--- src/rtl/mem_req_pkg.sv ---
// Shared types and constants for the memory-stage request controller.
package mem_req_pkg;

  localparam int MEM_W           = 16;
  localparam int TIMEOUT_DEFAULT = 64;

  typedef enum logic [1:0] {
    IDLE = 2'd0,
    BUSY = 2'd1,
    ERR  = 2'd2
  } state_t;

endpackage

--- src/rtl/mem_perf_cnt.sv ---
// Three saturating performance counters (accesses, cache hits, stall cycles).
module mem_perf_cnt #(
  parameter int CNT_W = 16
) (
  input  logic             clk,
  input  logic             rst,
  input  logic             inc_acc,
  input  logic             inc_hit,
  input  logic             inc_stall,
  output logic [CNT_W-1:0] perf_acc,
  output logic [CNT_W-1:0] perf_hit,
  output logic [CNT_W-1:0] perf_stall
);

  // Each counter sticks at all-ones rather than wrapping.
  always_ff @(posedge clk) begin
    if (rst) begin
      perf_acc   <= '0;
      perf_hit   <= '0;
      perf_stall <= '0;
    end else begin
      if (inc_acc && (perf_acc != '1))
        perf_acc <= perf_acc + 1'b1;
      if (inc_hit && (perf_hit != '1))
        perf_hit <= perf_hit + 1'b1;
      if (inc_stall && (perf_stall != '1))
        perf_stall <= perf_stall + 1'b1;
    end
  end

endmodule

--- src/rtl/mem_req_ctrl.sv ---
// Memory-stage request controller between the pipeline and mem_system.
// Define MEM_PERF_CNT_EN to build the perf_acc/perf_hit/perf_stall counters.
module mem_req_ctrl
  import mem_req_pkg::*;
#(
  parameter int TIMEOUT_CYCLES = TIMEOUT_DEFAULT,
  parameter int CNT_W          = 16
) (
  input  logic             clk,
  input  logic             rst,
  input  logic [MEM_W-1:0] p_addr,
  input  logic [MEM_W-1:0] p_data_in,
  input  logic             p_rd,
  input  logic             p_wr,
  input  logic             p_halt,
  output logic [MEM_W-1:0] p_data_out,
  output logic             p_stall,
  output logic             p_err,
  output logic [MEM_W-1:0] m_addr,
  output logic [MEM_W-1:0] m_data_in,
  output logic             m_rd,
  output logic             m_wr,
  output logic             m_createdump,
  input  logic [MEM_W-1:0] m_data_out,
  input  logic             m_done,
  input  logic             m_stall,
  input  logic             m_cachehit,
  input  logic             m_err,
  output logic [CNT_W-1:0] perf_acc,
  output logic [CNT_W-1:0] perf_hit,
  output logic [CNT_W-1:0] perf_stall
);

  localparam int TW = $clog2(TIMEOUT_CYCLES + 1);

  state_t           state, state_nxt;
  logic [MEM_W-1:0] addr_q, wdata_q, rdata_q;
  logic             is_load_q;
  logic [TW-1:0]    tcnt;
  logic             req, illegal, issue, complete, complete_load;

  assign m_createdump = p_halt;

  // Next state and all request-side outputs; IDLE issues, BUSY waits for Done.
  always_comb begin
    req           = p_rd | p_wr;
    illegal       = req & ((p_rd & p_wr) | p_addr[0]);
    state_nxt     = state;
    m_rd          = 1'b0;
    m_wr          = 1'b0;
    m_addr        = addr_q;
    m_data_in     = wdata_q;
    p_stall       = 1'b0;
    p_err         = 1'b0;
    issue         = 1'b0;
    complete      = 1'b0;
    complete_load = 1'b0;
    case (state)
      IDLE: begin
        if (illegal) begin
          p_err = 1'b1;
        end else if (req) begin
          if (m_stall) begin
            p_stall = 1'b1;
          end else begin
            issue     = 1'b1;
            m_rd      = p_rd;
            m_wr      = p_wr;
            m_addr    = p_addr;
            m_data_in = p_data_in;
            if (m_done) begin
              complete      = 1'b1;
              complete_load = p_rd;
            end else begin
              p_stall   = 1'b1;
              state_nxt = BUSY;
            end
          end
        end
      end
      BUSY: begin
        if (m_done) begin
          complete      = 1'b1;
          complete_load = is_load_q;
          state_nxt     = IDLE;
        end else begin
          p_stall = 1'b1;
          if (tcnt == TW'(TIMEOUT_CYCLES - 1))
            state_nxt = ERR;
        end
      end
      ERR: begin
        p_err = 1'b1;
      end
      default: begin
        state_nxt = IDLE;
      end
    endcase
    if (m_err)
      state_nxt = ERR;
    p_data_out = complete_load ? m_data_out : rdata_q;
  end

  // Latch the issued request so mem_system sees stable Addr/DataIn until Done.
  always_ff @(posedge clk) begin
    if (rst) begin
      state     <= IDLE;
      addr_q    <= '0;
      wdata_q   <= '0;
      rdata_q   <= '0;
      is_load_q <= 1'b0;
      tcnt      <= '0;
    end else begin
      state <= state_nxt;
      if (issue) begin
        addr_q    <= p_addr;
        wdata_q   <= p_data_in;
        is_load_q <= p_rd;
      end
      if (complete_load)
        rdata_q <= m_data_out;
      if (state == BUSY)
        tcnt <= tcnt + 1'b1;
      else
        tcnt <= '0;
    end
  end

`ifdef MEM_PERF_CNT_EN
  mem_perf_cnt #(
    .CNT_W(CNT_W)
  ) u_perf (
    .clk       (clk),
    .rst       (rst),
    .inc_acc   (issue),
    .inc_hit   (complete & m_cachehit),
    .inc_stall (p_stall),
    .perf_acc  (perf_acc),
    .perf_hit  (perf_hit),
    .perf_stall(perf_stall)
  );
`else
  logic perf_unused;
  assign perf_unused = m_cachehit;
  assign perf_acc    = '0;
  assign perf_hit    = '0;
  assign perf_stall  = '0;
`endif

endmodule
--- config.mk ---
export PLATFORM = sky130hd
export DESIGN_NAME = mem_req_ctrl
export DESIGN_NICKNAME = d
export VERILOG_FILES = /design/src/rtl/mem_req_pkg.sv /design/src/rtl/mem_perf_cnt.sv /design/src/rtl/mem_req_ctrl.sv
export SDC_FILE = /design/constraint.sdc
export NUM_CORES = 1
export LEC_CHECK = 0
export BUFFER_PORTS_ARGS = -buffer_cell sky130_fd_sc_hd__buf_2
export CORE_ASPECT_RATIO = 0.75
export CORE_UTILIZATION = 40
export DETAILED_ROUTE_END_ITERATION = 10
export GPL_TIMING_DRIVEN = 0
export PLACE_DENSITY = 0.74
export SLEW_MARGIN = 20
export SYNTH_ARGS = -nofsm -noshare
export SYNTH_HDL_FRONTEND = slang
export SYNTH_HIERARCHICAL = 1
export SYNTH_SLANG_ARGS = --single-unit
--- constraint.sdc ---
create_clock -name clk -period 1.65 [get_ports clk]
set_input_delay 0.0825 -clock clk [delete_from_list [all_inputs] [get_ports clk]]
set_output_delay 0.0825 -clock clk [all_outputs]
set_load 0.01 [all_outputs]
==> results.md <==
- Crit. End Element: output port
- Worst ir drop on vdd: 0.000505 V
- Mux contribution to synthesized area: 25.2%
- Area of the die: approximately 0.0082 mm²
- Clock tree root driver cell: clkbuf_8
- Global-route wire length before repair: 12000 µm
- Width of the die: approximately 100 µm
- Core ar.: between 0.007 and 0.008 mm²
- Synth Area in Adders: less than 1%
- Post-synthesis xor/xnor area fraction: around 1.1%
- Worst rel slew slack: about two fifths
- Final-report hold violation count: 0
- Most common cell type on the critical path: buf_6
- Port-buffer cells: ~110
- Share of the yosys chip area belonging to registers: a little under two fifths
- Overflow left after global routing: 0
- Gpl congestion: just over 0.7
- Final net count: 557
- Required time at the worst-slack endpoint: ~1.6 ns
- Height of the chip: slightly below 80 µm
- Total power per unit cell area: around 730 mW/mm²
- Leakage power: about 2.5 nW
- Clk pwr share: 43.0%
- Critical setup path kind: register to output port
- Half-perimeter wire length of the detailed placement result: 5040 µm
- Largest stage delay on the critical path: 0.36 ns
- TritonCTS Sinks: between 50 and 60
- Inserted Clock Buffers: 9
- Cell Rows: 27
- Crit-path slowest cell: dfxtp_4
- Share of total power consumed by net switching: 23.9%
- Synth warn: 6
- Number of vias per cell: ~4.3
- Crit share post-route: 133%
- Crit path arrival time: 2.10 ns
- Share of cells above drive strength 1: 56.7%
- Post-synthesis instance area: between 0.003 and 0.004 mm²
- MaxCap Viol Count: 0
- Final critical delay including setup and external delays: ~2.2 ns
- Worst Hold Class: primary input to register
- Total inserted antenna cells: 0
- Clock-pin slew reported for the worst setup and hold paths after clock tree synthesis: about 0.07 ns
- Ports placed on the boundary: around 160
- Logic gate share of total power: around a fifth
- Critical path peak fanout: 5
- Psw: a little over 0.9 mW
- Initial cell density of the core: around 42%
- All-Layer GR Usage: 18.5%
- Dominant combinational cell family by area after synthesis: multiplexers
- Via count: approximately 2600
- Outcome: complete, but fails checks
- Pin count of the biggest net entering global routing: 12
- Count of final setup violators: 94
- Setup TNS after final layout: -27.56 ns
- Violations in the final reports: negative setup slack
- Reg power frac: 37.6%
- Number of nets with antenna violations after detailed routing: 0
- Remaining DRCs: 0
- CTS H-Tree Depth: 3
- Area fraction in and, or, nand and nor cells after synthesis: between 10% and 20%
- Via count of the first global-routing pass: approximately 2500
- Sum of routed wire length over all layers: between 8000 and 9000 µm
- Clock network latency to the later pin of the worst-skew pair: approximately 0.33 ns
- Cell internal pwr: a little under 3 mW
- Number of DRC violations after detailed-routing iteration 0: between 70 and 80
- Post-synthesis area per instance: about 10 µm²
- Clock tree from TritonCTS: done
- Unrepaired setup endpoints after global routing: true
- Synthesis-to-finish area growth: 66.3%
- Initial antenna violation count: 0
- Fmax: between 400 and 500 MHz
- Actual transition at the worst max-transition pin: roughly 0.88 ns
- Max-slew violations: 0
- Average wire per cell in the routed design: between 10 and 15 µm
- PnR worst setup slack: -0.537 ns
- Kind of start point of the critical path: register
- Compound-gate portion of the synthesized area: ~2.7%
- 1st-pass router iterations: 4
- Worst slack at placement: -0.304 ns
- Cells along the critical path: nor4_4 -> nand3b_1 -> a21oi_4 -> buf_6 -> mux2_4 -> buf_6
- Count of unique library cells instantiated by Yosys: 34
- Number of cells produced by synthesis: 301
- FF+latch count, synth: 58
- Maximum root-to-sink buffer count: 2
- Worst clock skew on the final layout: a little over 0.007 ns
[power by group through the flow]
stage               combinational [mW]  sequential (mW)  clock (mW)
floorplan                        0.368             1.47           0
global placement                 0.519             1.48           0
detailed placement               0.526             1.48           0
CTS                              0.677             1.44        1.69
global route                     0.793             1.45        1.74
finish                           0.744             1.44        1.65
[per-layer routing]
metal  global-route usage, %  vias up  share of wire (%)
met2                    32.6       96                 52
li1                        -     1293                  -
met3                    5.09       14                5.4
met5                       0        -                  0
met4                    5.71        0                1.5
met1                    21.8     1228                 41
[cells in the final DEF, fill, tap and decap left out, types with 10 or more instances in the layout]
cell and n:
nor2b_1 14, clkbuf_8 10, mux2_4 46, buf_4 59
mux2i_1 15, buf_6 66, nor2b_4 18, nand2b_1 34
buf_2 58, conb_1 48, nor2_1 11, dfxtp_1 56
[repair_timing]
item | 4_1_cts | 5_1_grt
cloned | 4 | 1
resized for setup | 77 | 46
setup buffers | 15 | 20
pin swaps | 3 | 7
hold buffers | 2 | 0
hold endpoints to repair | 2 | 0
endpoints found under the setup margin | 92 | 97
[logic make-up (layout without fill, tap and decap cells)]
family                   count (synthesis)  after routing
AND/OR/NAND/NOR                         94             94
XOR/XNOR                                 4              4
adder cells (fa/ha/maj)                  2              2
AO/OA/AOI/OAI                           12             12
buffers and inverters                   67            223
flip-flops                              58             58
multiplexers                            63             63
other                                    1             48
[synthesized netlist by cell type (all sizes together)]
master	number	share of area, %
and3b	1	0.28
nand3	3	0.48
ha	1	0.40
mux2	47	20
conb	1	0.12
or3	2	0.40
mux2i	16	5.1
nor2b	32	6.4
nor3b	1	0.24
a21oi	5	1.2
nor2	11	1.3
clkbuf	8	0.95
xor2	2	0.56
o21bai	1	0.24
or4	1	0.24
maj3	1	0.32
or3b	1	0.28
dfxtp	58	37
o21ai	2	0.32
inv	2	0.24
xnor2	2	0.56
nand2b	35	6.9
and2	1	0.20
nand3b	1	0.24
nor4	1	0.68
nand2	4	0.48
o31ai	1	0.24
a211oi	3	0.71
buf	57	14
[sequential cells by signal, indices dropped and copies added, names as in the netlist]
register   flops
addr_q        16
is_load_q      1
rdata_q       16
state          2
tcnt           7
wdata_q       16
[final cells by class]
cell class | instances | area, µm²
plain buffers | 61 | 478
clock buffers | 10 | 138
clock inverters | 6 | 114
fillers | 568 | 2230
inverters | 2 | 7.51
multi-input cells | 223 | 1910
flip-flops and latches | 58 | 1170
well taps | 101 | 126
repair buffers | 144 | 1300
[critical path, delay by kind of cell (launching register included)]
kind                   cells  cell delay, ns
AO/OA/AOI/OAI              1            0.30
buffers and inverters      2            0.30
flip-flops                 1            0.36
multiplexers               1            0.31
AND/OR/NAND/NOR            2            0.48
[through the flow]
stage | hold slack (ns) | total power, mW | cell area, µm² | instances | util (%)
6_report | 0.0232 | 3.84 | 5240 | 605 | 70.2
2_1_floorplan | 0.236 | 1.84 | 3380 | 348 | -
3_5_place_dp | 0.352 | 2.00 | 4040 | 556 | 54.1
5_1_grt | 0.0222 | 3.98 | 5240 | 605 | 70.2
4_1_cts | 0.00215 | 3.81 | 4970 | 592 | 66.6
3_3_place_gp | 0.350 | 2.00 | 4040 | 556 | 54.1
[final timing paths]
check,startpoint,end,slack (ns),cells after the start
worst max-delay path,state[1]$_SDFFE_PP0P_,p_data_out[9],-0.54,6
worst min-delay path,m_data_out[8],rdata_q[8]$_SDFF_PP0_,0.02,3
worst max register to register,state[1]$_SDFFE_PP0P_,addr_q[12]$_SDFFE_PP0P_,-0.26,8
worst min register to register,tcnt[0]$_SDFF_PP0_,tcnt[0]$_SDFF_PP0_,0.45,1
Power figures use the tool's default switching activity.
